===== src/rtl/id_ex_stage_reg.sv =====
// ID/EX pipeline register.
// Captures the decode-stage bundle and presents it to EX one cycle later.
// Freeze holds the current contents. Flush inserts a fully zeroed bubble, and it
// takes priority over freeze. Saturating counters track bubbles and flushes.
// Ports:
//   clk, rst               clock (rising edge), asynchronous active-low reset
//   flush, freeze          kill incoming instruction / hold current contents
//   id_valid               ID bundle holds a real instruction
//   *_in / *_out           decode bundle fields and their registered copies
//   valid_out              EX holds a real instruction
//   bubble_cnt, flush_cnt  saturating debug event counters
module id_ex_stage_reg #(
  parameter int unsigned WORD_WIDTH            = 32,
  parameter int unsigned REG_FILE_DEPTH        = 4,
  parameter int unsigned SIGNED_IMM_WIDTH      = 24,
  parameter int unsigned SHIFTER_OPERAND_WIDTH = 12,
  parameter int unsigned CNT_WIDTH             = 16
) (
  input  logic                             clk,
  input  logic                             rst,
  input  logic                             flush,
  input  logic                             freeze,
  input  logic                             id_valid,
  input  logic [WORD_WIDTH-1:0]            pc_in,
  input  logic [REG_FILE_DEPTH-1:0]        reg_file_dst_in,
  input  logic [REG_FILE_DEPTH-1:0]        src1_in,
  input  logic [REG_FILE_DEPTH-1:0]        src2_in,
  input  logic [WORD_WIDTH-1:0]            val_rn_in,
  input  logic [WORD_WIDTH-1:0]            val_rm_in,
  input  logic [SIGNED_IMM_WIDTH-1:0]      signed_imm_in,
  input  logic [SHIFTER_OPERAND_WIDTH-1:0] shifter_operand_in,
  input  logic [3:0]                       status_in,
  input  logic [3:0]                       ex_cmd_in,
  input  logic                             mem_read_in,
  input  logic                             mem_write_in,
  input  logic                             wb_en_in,
  input  logic                             imm_in,
  input  logic                             b_in,
  input  logic                             update_in,
  output logic [WORD_WIDTH-1:0]            pc_out,
  output logic [REG_FILE_DEPTH-1:0]        reg_file_dst_out,
  output logic [REG_FILE_DEPTH-1:0]        src1_out,
  output logic [REG_FILE_DEPTH-1:0]        src2_out,
  output logic [WORD_WIDTH-1:0]            val_rn_out,
  output logic [WORD_WIDTH-1:0]            val_rm_out,
  output logic [SIGNED_IMM_WIDTH-1:0]      signed_imm_out,
  output logic [SHIFTER_OPERAND_WIDTH-1:0] shifter_operand_out,
  output logic [3:0]                       status_out,
  output logic [3:0]                       ex_cmd_out,
  output logic                             mem_read_out,
  output logic                             mem_write_out,
  output logic                             wb_en_out,
  output logic                             imm_out,
  output logic                             b_out,
  output logic                             update_out,
  output logic                             valid_out,
  output logic [CNT_WIDTH-1:0]             bubble_cnt,
  output logic [CNT_WIDTH-1:0]             flush_cnt
);

  logic [WORD_WIDTH-1:0]            pc_q, val_rn_q, val_rm_q;
  logic [REG_FILE_DEPTH-1:0]        dst_q, src1_q, src2_q;
  logic [SIGNED_IMM_WIDTH-1:0]      signed_imm_q;
  logic [SHIFTER_OPERAND_WIDTH-1:0] shifter_operand_q;
  logic [3:0]                       status_q, ex_cmd_q;
  logic                             mem_read_q, mem_write_q, wb_en_q, imm_q, b_q, update_q;
  logic                             valid_q;
  logic [CNT_WIDTH-1:0]             bubble_cnt_q, bubble_cnt_d;
  logic [CNT_WIDTH-1:0]             flush_cnt_q, flush_cnt_d;

  // Flush always counts as a bubble too; a frozen, non-flushed edge counts nothing.
  logic bubble_event, flush_event;

  always_comb begin
    flush_event  = flush;
    bubble_event = flush || (!freeze && !id_valid);
    bubble_cnt_d = bubble_cnt_q;
    flush_cnt_d  = flush_cnt_q;
    if (bubble_event && (bubble_cnt_q != {CNT_WIDTH{1'b1}})) begin
      bubble_cnt_d = bubble_cnt_q + 1'b1;
    end
    if (flush_event && (flush_cnt_q != {CNT_WIDTH{1'b1}})) begin
      flush_cnt_d = flush_cnt_q + 1'b1;
    end
  end

  always_ff @(posedge clk or negedge rst) begin
    if (!rst) begin
      pc_q              <= '0;
      dst_q             <= '0;
      src1_q            <= '0;
      src2_q            <= '0;
      val_rn_q          <= '0;
      val_rm_q          <= '0;
      signed_imm_q      <= '0;
      shifter_operand_q <= '0;
      status_q          <= '0;
      ex_cmd_q          <= '0;
      mem_read_q        <= 1'b0;
      mem_write_q       <= 1'b0;
      wb_en_q           <= 1'b0;
      imm_q             <= 1'b0;
      b_q               <= 1'b0;
      update_q          <= 1'b0;
      valid_q           <= 1'b0;
      bubble_cnt_q      <= '0;
      flush_cnt_q       <= '0;
    end else begin
      bubble_cnt_q <= bubble_cnt_d;
      flush_cnt_q  <= flush_cnt_d;
      if (flush) begin
        pc_q              <= '0;
        dst_q             <= '0;
        src1_q            <= '0;
        src2_q            <= '0;
        val_rn_q          <= '0;
        val_rm_q          <= '0;
        signed_imm_q      <= '0;
        shifter_operand_q <= '0;
        status_q          <= '0;
        ex_cmd_q          <= '0;
        mem_read_q        <= 1'b0;
        mem_write_q       <= 1'b0;
        wb_en_q           <= 1'b0;
        imm_q             <= 1'b0;
        b_q               <= 1'b0;
        update_q          <= 1'b0;
        valid_q           <= 1'b0;
      end else if (!freeze) begin
        // Data fields load even for a bubble; only control is gated by id_valid.
        pc_q              <= pc_in;
        dst_q             <= reg_file_dst_in;
        src1_q            <= src1_in;
        src2_q            <= src2_in;
        val_rn_q          <= val_rn_in;
        val_rm_q          <= val_rm_in;
        signed_imm_q      <= signed_imm_in;
        shifter_operand_q <= shifter_operand_in;
        status_q          <= status_in;
        ex_cmd_q          <= id_valid ? ex_cmd_in : 4'b0;
        mem_read_q        <= id_valid & mem_read_in;
        mem_write_q       <= id_valid & mem_write_in;
        wb_en_q           <= id_valid & wb_en_in;
        imm_q             <= id_valid & imm_in;
        b_q               <= id_valid & b_in;
        update_q          <= id_valid & update_in;
        valid_q           <= id_valid;
      end
    end
  end

  assign pc_out              = pc_q;
  assign reg_file_dst_out    = dst_q;
  assign src1_out            = src1_q;
  assign src2_out            = src2_q;
  assign val_rn_out          = val_rn_q;
  assign val_rm_out          = val_rm_q;
  assign signed_imm_out      = signed_imm_q;
  assign shifter_operand_out = shifter_operand_q;
  assign status_out          = status_q;
  assign ex_cmd_out          = ex_cmd_q;
  assign mem_read_out        = mem_read_q;
  assign mem_write_out       = mem_write_q;
  assign wb_en_out           = wb_en_q;
  assign imm_out             = imm_q;
  assign b_out               = b_q;
  assign update_out          = update_q;
  assign valid_out           = valid_q;
  assign bubble_cnt          = bubble_cnt_q;
  assign flush_cnt           = flush_cnt_q;

endmodule


===== config.mk =====
export PLATFORM = sky130hd
export DESIGN_NAME = id_ex_stage_reg
export DESIGN_NICKNAME = d
export VERILOG_FILES = /design/src/rtl/id_ex_stage_reg.sv
export SDC_FILE = /design/constraint.sdc
export NUM_CORES = 1
export LEC_CHECK = 0
export ABC_AREA = 1
export CAP_MARGIN = 25
export CORE_MARGIN = 2
export CORE_UTILIZATION = 43
export CTS_CLUSTER_DIAMETER = 200
export DETAILED_ROUTE_END_ITERATION = 10
export PLACE_DENSITY = 0.81
export SYNTH_ARGS = -nofsm -noshare
export SYNTH_HDL_FRONTEND = slang
export SYNTH_SLANG_ARGS = --single-unit

===== constraint.sdc =====
create_clock -name clk -period 1.66 [get_ports clk]
set_input_delay 0.415 -clock clk [delete_from_list [all_inputs] [get_ports clk]]
set_output_delay 0.415 -clock clk [all_outputs]
set_load 0.02 [all_outputs]

# After elaboration in Yosys (flattened, before gate mapping)
# Index checks and enable logic that the tools add are counted.
# classes
bitwise	6
mux	35
n_reduce_logical	6
n_addsub	2
n_eq_ne	3
# ops
op	count
$mux W32	6
$mux W24	2
$mux W4	11
$add A16 B1 Y16 const B	2
$ne A16 B16 Y1 const B	2
$mux W12	2
$mux W1	14
$and A1 B1 Y1	6
$logic_and A1 B1 Y1	3
$logic_not A1 Y1	2
$ne A2 B2 Y1 const B	1
$logic_or A1 B1 Y1	1
# totals
ff_bits	191
output_inout_bits	191
word_cells	71
input_bits	163

# Depth between registers and ports, before layout
# Gate-level depths: netlist (run 1).
# depth
depth_word	4
mapped_depth	10

# Least setup slack after synthesis (run 1)
# OpenSTA, ideal clock, no wires.
# synth_timing
kind	reg-to-reg
startpoint	reg bubble_cnt_q[0], in the netlist bubble_cnt[0]
endpoint	reg bubble_cnt_q[10], in the netlist bubble_cnt[10]
required_time_ns	1.595
n_path_buf	1
slack_ns	0.049
path_stages_with_launch	10
arrival_ns	1.546
cell_sequence	dfrtp_1 > ha_1 > nand3_1 > inv_2 > nand2_4 > inv_1 > a21boi_1 > buf_2 > nand2_1 > nand2_1
# synth_between
elab_chain_cells	2
# synth_rtl
item	line_no	text
start: declaration	68	logic [CNT_WIDTH-1:0] bubble_cnt_q, bubble_cnt_d;
start signal: assignment	109	bubble_cnt_q <= bubble_cnt_d;
branches (longest 2 deep; another with $add A16 B1 Y16)	n/a	
# Several ways; the timed one is not identified.
# A chain may end at the register's enable or synchronous reset.

# Worst setup path in the final report (run 1)
# layout_timing
startpoint	reg flush_cnt_q[5], in the netlist flush_cnt[5]
endpoint	out flush_cnt[5]
# layout_rtl
item	line_no	text
start: declaration	69	logic [CNT_WIDTH-1:0] flush_cnt_q, flush_cnt_d;
start signal: assignment	110	flush_cnt_q <= flush_cnt_d;
end: declaration	58	output logic [CNT_WIDTH-1:0] flush_cnt
# No word-level cell between the ends.

==> flow_summary.json, run 1 <==
{
  "outcome": "finished, final reports clean",
  "timing.reg2reg.setup_slack_ns": 0.11,
  "post_syn_instances": 966,
  "final.setup_skew_ns": 0.00983,
  "port_buffers": 353,
  "routed-via-count": 7995,
  "hold_ws_ns": 0.458,
  "asyncSetResetFlopFracSynth_pct": 100,
  "timing.critical_path.fanout_max": 5,
  "synth.net_count": 1131,
  "cts_num_sinks": 191,
  "grt_first_pass_wirelength_mm": 41.1,
  "yosys_register_bits": 191,
  "core_area_um2": 18700,
  "leakage_nw": 6.98,
  "fmax_mhz": 610,
  "post-cts-setup-buffer-count": 0,
  "synthesized_area_per_cell_um2": 8.48,
  "cts_tree": "built",
  "final_nets": 1496,
  "timing.setup.critical_path_class": "register to output port",
  "initial_drc_count": 545,
  "placementRows": 50,
  "layout_worst_path_cycle_share_pct": 98.7,
  "synthToLayoutAreaGrowth_pct": 54.6,
  "avgViaCountPerCell": 5.07,
  "crit_path_end_kind": "output port",
  "grt_start_max_net_pins": 90,
  "cts_buffers": 17,
  "timing_hold_violations_final": 0,
  "ys_dominant_reg_cell": "sky130_fd_sc_hd__dfrtp_1",
  "htree_levels": 4,
  "share_of_layout_cells_above_drive_strength_1_pct": 8.94,
  "worstPathCellList": "dlygate4sd2_1",
  "fp.dieW_um": 142,
  "finalWorstSetupSlack_ns": 0.0217,
  "worstPathArrival_ns": 1.22,
  "cpMaxStageDelayCell": "sky130_fd_sc_hd__dfrtp_1",
  "synth_seq_area_share_pct": 58.3,
  "drc": 0,
  "design.die.area_um2": 20200,
  "postRouteWirelength_mm": 26.2,
  "setup.worst_path.start_class": "register",
  "detailedRoute.firstPassIterationCount": 5,
  "fp.dieH_um": 142,
  "regToRegEndpoint": "flush_cnt[7]",
  "final.min_clock_period_ns": 1.64,
  "setup.worst_path.end": "flush_cnt[5]",
  "grt_antenna_before_repair": 0,
  "overflow": 0,
  "layoutNonFillerInstCount": 1576,
  "grt_setup_unrepaired": "true",
  "timing.max_slew.rel_slack_pct": 69.7,
  "insertion_delay_ns": 0.43,
  "powerDensity_nw_per_um2": 909,
  "timing.critical_path.slowest_cell_delay_ns": 0.43,
  "routed_length_per_placed_instance_um": 16.6,
  "worst-path-buf-inv": 1,
  "track_usage_pct": 25.9,
  "gp_congestion": 0.856,
  "pre_cts_slack_ns": -0.140,
  "worst_hold_path_type": "input pin to register",
  "worst_setup_path_startpoint": "flush_cnt[5]",
  "pin_count": 354,
  "cap_viol_max_count": 0,
  "finalSetupViolCount": 0,
  "final-max-slew-violation-count": 0,
  "dp_hpwl_mm": 18.8,
  "max-clock-path-buffers": 2,
  "number_of_diodes": 0,
  "clk_root_buffer_cell": "sky130_fd_sc_hd__clkbuf_16",
  "cts.clk_slew.worst_paths_ns": 0.07,
  "design_power_total_mw": 11.5,
  "critical_path.top_delay_family": "flip-flops",
  "first_global_vias": 7831,
  "netlist_area_um2": 8190,
  "critical_r2r_launch": "flush_cnt[0]",
  "irDropWorstVdd_uv": 679,
  "cp.required_ns": 1.24,
  "number_of_enable_flip_flop_cells_after_synthesis": 0,
  "critical_path_cell_count": 1,
  "ys_warn_count": 0,
  "initial_utilization_pct": 43.8,
  "detail_route_antenna_nets": 0,
  "synth.distinct_cells": 24,
  "tightestPinTransition_ns": 0.455,
  "r2r_cells": 10,
  "place.detailed.instances": 1544
}
[layer usage]
metal	vias up	routed length (µm)	GRT usage, %
met3	63	2000	7.40
met2	329	12900	42.8
met1	3800	10300	32.0
met5	-	0	0
met4	0	995	10.8
li1	3803	-	-
[worst reg2reg max path: stages, from the launching register on]
cell and delay (ns):
sky130_fd_sc_hd__dfrtp_2 0.41, sky130_fd_sc_hd__ha_2 0.21, sky130_fd_sc_hd__inv_1 0.07, sky130_fd_sc_hd__nor2_2 0.14
sky130_fd_sc_hd__nand2_1 0.11, sky130_fd_sc_hd__inv_2 0.08, sky130_fd_sc_hd__nand2_4 0.09, sky130_fd_sc_hd__nand2_8 0.10
sky130_fd_sc_hd__inv_2 0.08, sky130_fd_sc_hd__nand2_1 0.07, sky130_fd_sc_hd__nand2_1 0.05
[stage by stage]
step	utilization [%]	TNS [ns]	instance area, µm²
after floorplan	-	0	8190
after CTS	67.7	0	12700
after global placement	65.9	-10.40	12300
final	67.7	0	12700
after detailed placement	65.9	-13.19	12300
after global routing	67.7	-0.00272	12700
[cells in the mapped netlist (3+ instances only)]
library cell	instances	area share (%)
sky130_fd_sc_hd__buf_1	8	0.37
sky130_fd_sc_hd__buf_2	30	1.8
sky130_fd_sc_hd__clkbuf_1	17	0.78
sky130_fd_sc_hd__dfrtp_1	191	58
sky130_fd_sc_hd__inv_1	22	1.0
sky130_fd_sc_hd__inv_2	5	0.23
sky130_fd_sc_hd__nand2_1	432	20
sky130_fd_sc_hd__nand2_4	5	0.69
sky130_fd_sc_hd__nand3_1	186	11
sky130_fd_sc_hd__nand3b_1	4	0.37
sky130_fd_sc_hd__nand4_1	11	0.84
sky130_fd_sc_hd__nor2_1	23	1.1
sky130_fd_sc_hd__nor2_2	4	0.31
sky130_fd_sc_hd__nor2_4	3	0.41
sky130_fd_sc_hd__xnor2_1	7	0.75
sky130_fd_sc_hd__xor2_1	6	0.64
[timing repair]
action                                  in CTS  in global routing
hold buffers                                 1                  0
endpoints found under the setup margin     191                 41
pin swaps                                    0                  1
resized for setup                          207                 26
cloned                                       0                  1
hold endpoints to repair                    30                  0
[report_power, final]
group | switching [mW] | internal [mW] | total [mW]
clock network | 1.84 | 2.12 | 3.95
logic | 1.31 | 1.03 | 2.34
registers | 0.253 | 4.97 | 5.23
total | 3.39 | 8.12 | 11.5
[flip-flops by register name, indices dropped and copies added (netlist names), 12 cells and up]
signal	count
val_rn_out	32
bubble_cnt	16
flush_cnt	16
pc_out	32
signed_imm_out	24
shifter_operand_out	12
val_rm_out	32
[cells in the final DEF (no fill, tap or decap), drive strengths merged]
master / netlist / routed
clkinv: 0 / 4
dlygate4sd3: 0 / 1
buf: 39 / 49
clkdlybuf4s15: 0 / 10
clkdlybuf4s50: 0 / 160
bufinv: 0 / 1
nand3b: 4 / 4
xor2: 6 / 6
nor2b: 1 / 1
clkbuf: 17 / 28
nand4: 11 / 11
nand3: 186 / 186
o21ai: 3 / 3
clkinvlp: 0 / 1
nand2: 439 / 439
xnor2: 7 / 7
ha: 2 / 2
nor3: 2 / 2
nor2: 30 / 30
inv: 27 / 32
a21boi: 1 / 1
dfrtp: 191 / 191
dlygate4sd2: 0 / 173
[how the worst min path moves through the flow]
stage,from,endpoint,slack (ns),cells after the start
2_1_floorplan,rst,b_out,0.12,0
3_3_place_gp,rst,flush_cnt[10],0.36,1
3_5_place_dp,rst,flush_cnt[10],0.36,1
4_1_cts,freeze,bubble_cnt[12],0.45,4
5_1_grt,rst,flush_cnt[12],0.48,2
6_report,freeze,bubble_cnt[12],0.46,4
[final cells by class]
type,count,area [µm²]
clock inverter,11,108
multi-input combinational,692,3080
tap,234,293
inverter,27,104
sequential,191,4780
clock buffer,19,443
fill,1499,6040
timing repair buffer,402,3850
[kinds of logic (layout without fill, tap and decap cells)]
logic type / after synthesis / in the layout / synth area share [%]
AND/OR/NAND/NOR: 673 / 673 / 35.2
XOR/XNOR: 13 / 13 / 1.39
adder cells (fa/ha/maj): 2 / 2 / 0.305
AO/OA/AOI/OAI: 4 / 4 / 0.412
buffers and inverters: 83 / 459 / 4.40
flip-flops: 191 / 191 / 58.3
Power figures use the tool's default switching activity.
==> inputs of run 2 (changes only) <==
PLACE_DENSITY = 0.88   (was 0.81)
SETUP_SLACK_MARGIN = 0.05   (was not set)
==> flow_summary.json, run 2 (synthesis gave the netlist of run 1 again) <==
{
  "place.detailed.instances": 1524,
  "cap_viol_max_count": 0,
  "grt_first_pass_wirelength_mm": 40.6,
  "routed-via-count": 8060,
  "cpMaxStageDelayCell": "sky130_fd_sc_hd__dfrtp_1",
  "overflow": 0,
  "fp.dieH_um": 142,
  "crit_path_end_kind": "register",
  "detail_route_antenna_nets": 0,
  "cts.clk_slew.worst_paths_ns": 0.08,
  "layoutNonFillerInstCount": 1562,
  "routed_length_per_placed_instance_um": 16.7,
  "initial_utilization_pct": 43.8,
  "track_usage_pct": 25.3,
  "dp_hpwl_mm": 18.3,
  "cts_tree": "built",
  "placedInstanceArea_um2": 12100,
  "outcome": "finished, final reports clean",
  "grt_antenna_before_repair": 1,
  "timing.critical_path.fanout_max": 4,
  "worst_hold_path_type": "input pin to async pin",
  "clk_root_buffer_cell": "sky130_fd_sc_hd__clkbuf_16",
  "irDropWorstVdd_uv": 697,
  "timing_hold_violations_final": 0,
  "initial_drc_count": 519,
  "cpMostUsedCell": "sky130_fd_sc_hd__nand2_1",
  "seqCellArea_um2": 4800,
  "grt_start_max_net_pins": 91,
  "pin_count": 354,
  "detailedRoute.firstPassIterationCount": 5,
  "fmax_mhz": 618,
  "grt_setup_unrepaired": "true",
  "most-common-layout-cells": "432 x sky130_fd_sc_hd__nand2_1, 185 x sky130_fd_sc_hd__nand3_1, 176 x sky130_fd_sc_hd__dfrtp_1, 160 x sky130_fd_sc_hd__clkdlybuf4s50_1, 135 x sky130_fd_sc_hd__dlygate4sd2_1",
  "setup.worst_path.start_class": "register",
  "number_of_diodes": 0,
  "mostFrequentLayoutCell": "sky130_fd_sc_hd__nand2_1",
  "final-max-slew-violation-count": 0,
  "leakage_nw": 6.74,
  "port_buffers": 353,
  "cts_buffers": 17,
  "insertion_delay_ns": 0.43,
  "avgViaCountPerCell": 5.16,
  "tightestPinTransition_ns": 0.450,
  "timing.critical_path.slowest_cell_delay_ns": 0.40,
  "share_of_layout_cells_above_drive_strength_1_pct": 10.1,
  "synthToLayoutAreaGrowth_pct": 53.0,
  "timing.max_slew.rel_slack_pct": 70.0,
  "placementRows": 50,
  "cp.required_ns": 1.99,
  "multi_input_logic_area_um2": 3100,
  "final.min_clock_period_ns": 1.62,
  "finalSetupViolCount": 0,
  "layout_worst_path_cycle_share_pct": 97.5,
  "num-fill-cells": 1478,
  "worstPathArrival_ns": 1.94,
  "max-clock-path-buffers": 2,
  "htree_levels": 4,
  "design.die.area_um2": 20200,
  "core_area_um2": 18700,
  "gp_congestion": 0.910,
  "final_nets": 1480,
  "final.setup_skew_ns": 0.00968,
  "postLayoutCellArea_um2": 12500,
  "fp.dieW_um": 142,
  "drc": 0,
  "worstPathCellList": "buf_4 > nand2_1 > nor2_1 > nand2_1 > nor2_1 > nand3_1 > nand2_1 > nand2_1",
  "powerDensity_nw_per_um2": 919,
  "cts_num_sinks": 191,
  "postRouteWirelength_mm": 26.1,
  "first_global_vias": 7841,
  "timing.setup.critical_path_class": "register to register"
}
## run 2: per-stage QoR
step | utilization [%] | setup TNS, ns | hold slack, ns | setup WS, ns | power, mW
after floorplan | - | 0 | 0.119 | 0.0687 | 6.31
after global placement | 64.6 | -7.01 | 0.241 | -0.0756 | 7.75
after detailed placement | 64.6 | -11.95 | 0.240 | -0.139 | 7.80
after CTS | 66.8 | 0 | 0.341 | 0.0521 | 11.5
after global routing | 67.0 | -0.0524 | 0.346 | -0.0230 | 12.0
final | 67.0 | 0 | 0.356 | 0.0420 | 11.5
## run 2: layout make-up
| class | instances | share of cell area, % |
|---|---|---|
| Tap cell | 234 | 2.34 |
| Inverter | 27 | 0.828 |
| Clock buffer | 19 | 3.45 |
| Clock inverter | 13 | 1.02 |
| Timing Repair Buffer | 386 | 29.4 |
| Multi-Input combinational cell | 692 | 24.7 |
| Sequential cell | 191 | 38.3 |
## run 2: repair_timing
action | CTS | global route
gates cloned | 0 | 1
hold buffers | 1 | 0
resized for setup | 252 | 54
buffers inserted | 0 | 4
pin swaps | 0 | 1
setup endpoints to repair | 197 | 71
hold endpoints to repair | 26 | 0
## run 2: per-layer routing
| layer | up-vias | wire length (µm) | GRT usage, % |
|---|---|---|---|
| li1 | 3767 | - | - |
| met1 | 3890 | 10100 | 30.9 |
| met2 | 336 | 13200 | 43.3 |
| met3 | 65 | 1910 | 7.10 |
| met4 | 2 | 805 | 8.16 |
| met5 | - | 16 | 0 |
## run 2: worst paths after layout
path | start | endpoint | slack, ns | cells after the start
max in group asynchronous | rst | shifter_operand_out[6] | 0.74 | 3
min in group clk | freeze | pc_out[12] | 0.36 | 3
setup reg to reg | flush_cnt[1] | flush_cnt[13] | 0.04 | 8
hold reg to reg | pc_out[7] | pc_out[7] | 0.51 | 2
setup / recovery | flush_cnt[1] | flush_cnt[13] | 0.04 | 8
hold / removal | rst | flush_cnt[14] | 0.36 | 2
## run 2: where the power goes
part	internal, mW	switching (mW)
clock	1.99	1.95
sequential	4.98	0.278
combinational	1.02	1.31
## run 2: critical path, delay by kind of cell (launching register included)
| kind | cells | cell delay [ns] |
|---|---|---|
| AND/OR/NAND/NOR | 7 | 0.98 |
| buffers and inverters | 1 | 0.13 |
| flip-flops | 1 | 0.40 |
==> variant, RTL diff (settings of run 1) <==
Add an input register stage for `pc_in`, with the module's reset; this delays it by one clock. The other inputs are not delayed to match.
--- a/src/rtl/id_ex_stage_reg.sv
+++ b/src/rtl/id_ex_stage_reg.sv
@@ -58,4 +58,14 @@
   output logic [CNT_WIDTH-1:0]             flush_cnt
 );
+
+  logic [WORD_WIDTH-1:0] pc_r;
+
+  always_ff @(posedge clk or negedge rst) begin
+    if (!rst) begin
+      pc_r <= '0;
+    end else begin
+      pc_r <= pc_in;
+    end
+  end
 
   logic [WORD_WIDTH-1:0]            pc_q, val_rn_q, val_rm_q;
@@ -129,5 +139,5 @@
       end else if (!freeze) begin
         // Data fields load even for a bubble; only control is gated by id_valid.
-        pc_q              <= pc_in;
+        pc_q              <= pc_r;
         dst_q             <= reg_file_dst_in;
         src1_q            <= src1_in;
Behaviour: not the same (a bounded check fails within 4 cycles, from zero or initial values and one cycle with rst low).
==> variant against run 1 <==
Wire length is 7.1% higher. Sequential cell count grew 32. Global-route usage decreased by 1.3 points. Power grew 25%. Worst setup slack lost 0.012 ns. Non-clock buffer count grew 10. Final area rose by 11%. Sequential power grew 17%. Synthesized area rose by 10%. Count of clock-buffer cells in the layout increased by 12.
==> variant: results (changes against run 1) <==
Outcome
  – Outcome: complete, no violations (unchanged)

Setup path
  – CP Data Arrival Time: 1.24 ns (was 1.22 ns)
  – Register-to-Register Path Depth: 9 (was 10)
  – Delay of the slowest critical-path stage: 0.39 ns (was 0.43 ns)

Min path
  – WHS Path Cells: 3 (was 4)

Pwr
  – LEAKAGE: 7.07 nW (was 6.98 nW)
  – P_sw: 3.86 mW (was 3.39 mW)
  – Power consumption: 14.4 mW (was 11.5 mW)

Drt
  – Routed wl met2: 14,100 um (was 12,900 um)

Placement
  – Pre-CTS WS: -0.168 ns (was -0.140 ns)
  – GP Congestion: 0.868 (was 0.856)

Final layout
  – Final Non-Filler Cells: 1,679 (was 1,576)

Synthesis
  – Post-synthesis sequential area ratio: 61.7% (was 58.3%)
  – Synthesized net count: 1,172 (was 1,131)
  – Synth cell types: 28 (was 24)
  – Commonest cells post-synth: nand2_1 (427), dfrtp_1 (223), nand3_1 (182), nor2_1 (27) (was nand2_1 (432), dfrtp_1 (191), nand3_1 (186), buf_2 (30), nor2_1 (23))
  – Syn Inst Count: 1,007 (was 966)

Clocking
  – CTS Buffer Depth: 3 (was 2)
  – CTS H-tree lvls: 1 (was 4)
  – Later-pin clock latency in the skew report: 0.51 ns (was 0.43 ns)

Global routing
  – Vias in the first global route: 8,265 (was 7,831)

STA
  – Layout Skew: 0.00856 ns (was 0.00983 ns)
  – Slew @ Worst Pin: 0.421 ns (was 0.455 ns)
  – Min Clock Period, post-route: 1.65 ns (was 1.64 ns)
  – WHS: 0.261 ns (was 0.458 ns)
## variant: cell count changes after synthesis, moves of 5 or more
cell / before / now
o21ai_1: 2 / 10
nand2_2: 2 / 7
xor2_1: 6 / 1
dfrtp_1: 191 / 223
nand2_1: 432 / 427
buf_2: 30 / 24
clkbuf_1: 17 / 22
## variant: final timing paths
| kind | startpoint | endpoint |
|---|---|---|
| max | wb_en_out | wb_en_out |
| min | freeze | pc_out[18] |
| max reg2reg | flush_cnt[0] | flush_cnt[9] |
| min reg2reg | pc_r[5] | pc_out[5] |
| max in group asynchronous | rst | signed_imm_out[8] |
| min in group asynchronous | rst | val_rn_out[3] |
## variant: what timing repair did
| item | in CTS | in global routing |
|---|---|---|
| pin swaps | 1 | 1 |
| endpoints found under the hold margin | 38 | 0 |
| endpoints found under the setup margin | 197 | 112 |
| setup buffers | 6 | 8 |
| resized for setup | 344 | 90 |
| hold buffers | 1 | 0 |
## variant: cell type report
class                      count  area, um^2
timing repair buffer         412        4020
sequential                   223        5600
clock buffer                  31         698
tap                          275         344
multi-input combinational    700        3110
fill                        1643        6790
clock inverter                10         156
inverter                      28         109
## variant: layer usage
metal | vias up | global-route usage [%]
li1 | 3978 | -
met3 | 67 | 5.57
met2 | 332 | 41.2
met4 | 0 | 8.52
met5 | - | 0
met1 | 4028 | 31.7
## variant: logic make-up (layout without fill, tap and decap cells)
| logic type | count (synthesis) | in the layout | synth area share [%] |
|---|---|---|---|
| buffers and inverters | 84 | 481 | 4.11 |
| adders and majority gates | 2 | 2 | 0.277 |
| DFF | 223 | 223 | 61.7 |
| xor gates and xnor gates | 11 | 11 | 1.07 |
| and+or+nand+nor | 672 | 672 | 31.9 |
| AOI/OAI and AO/OA | 15 | 15 | 0.982 |
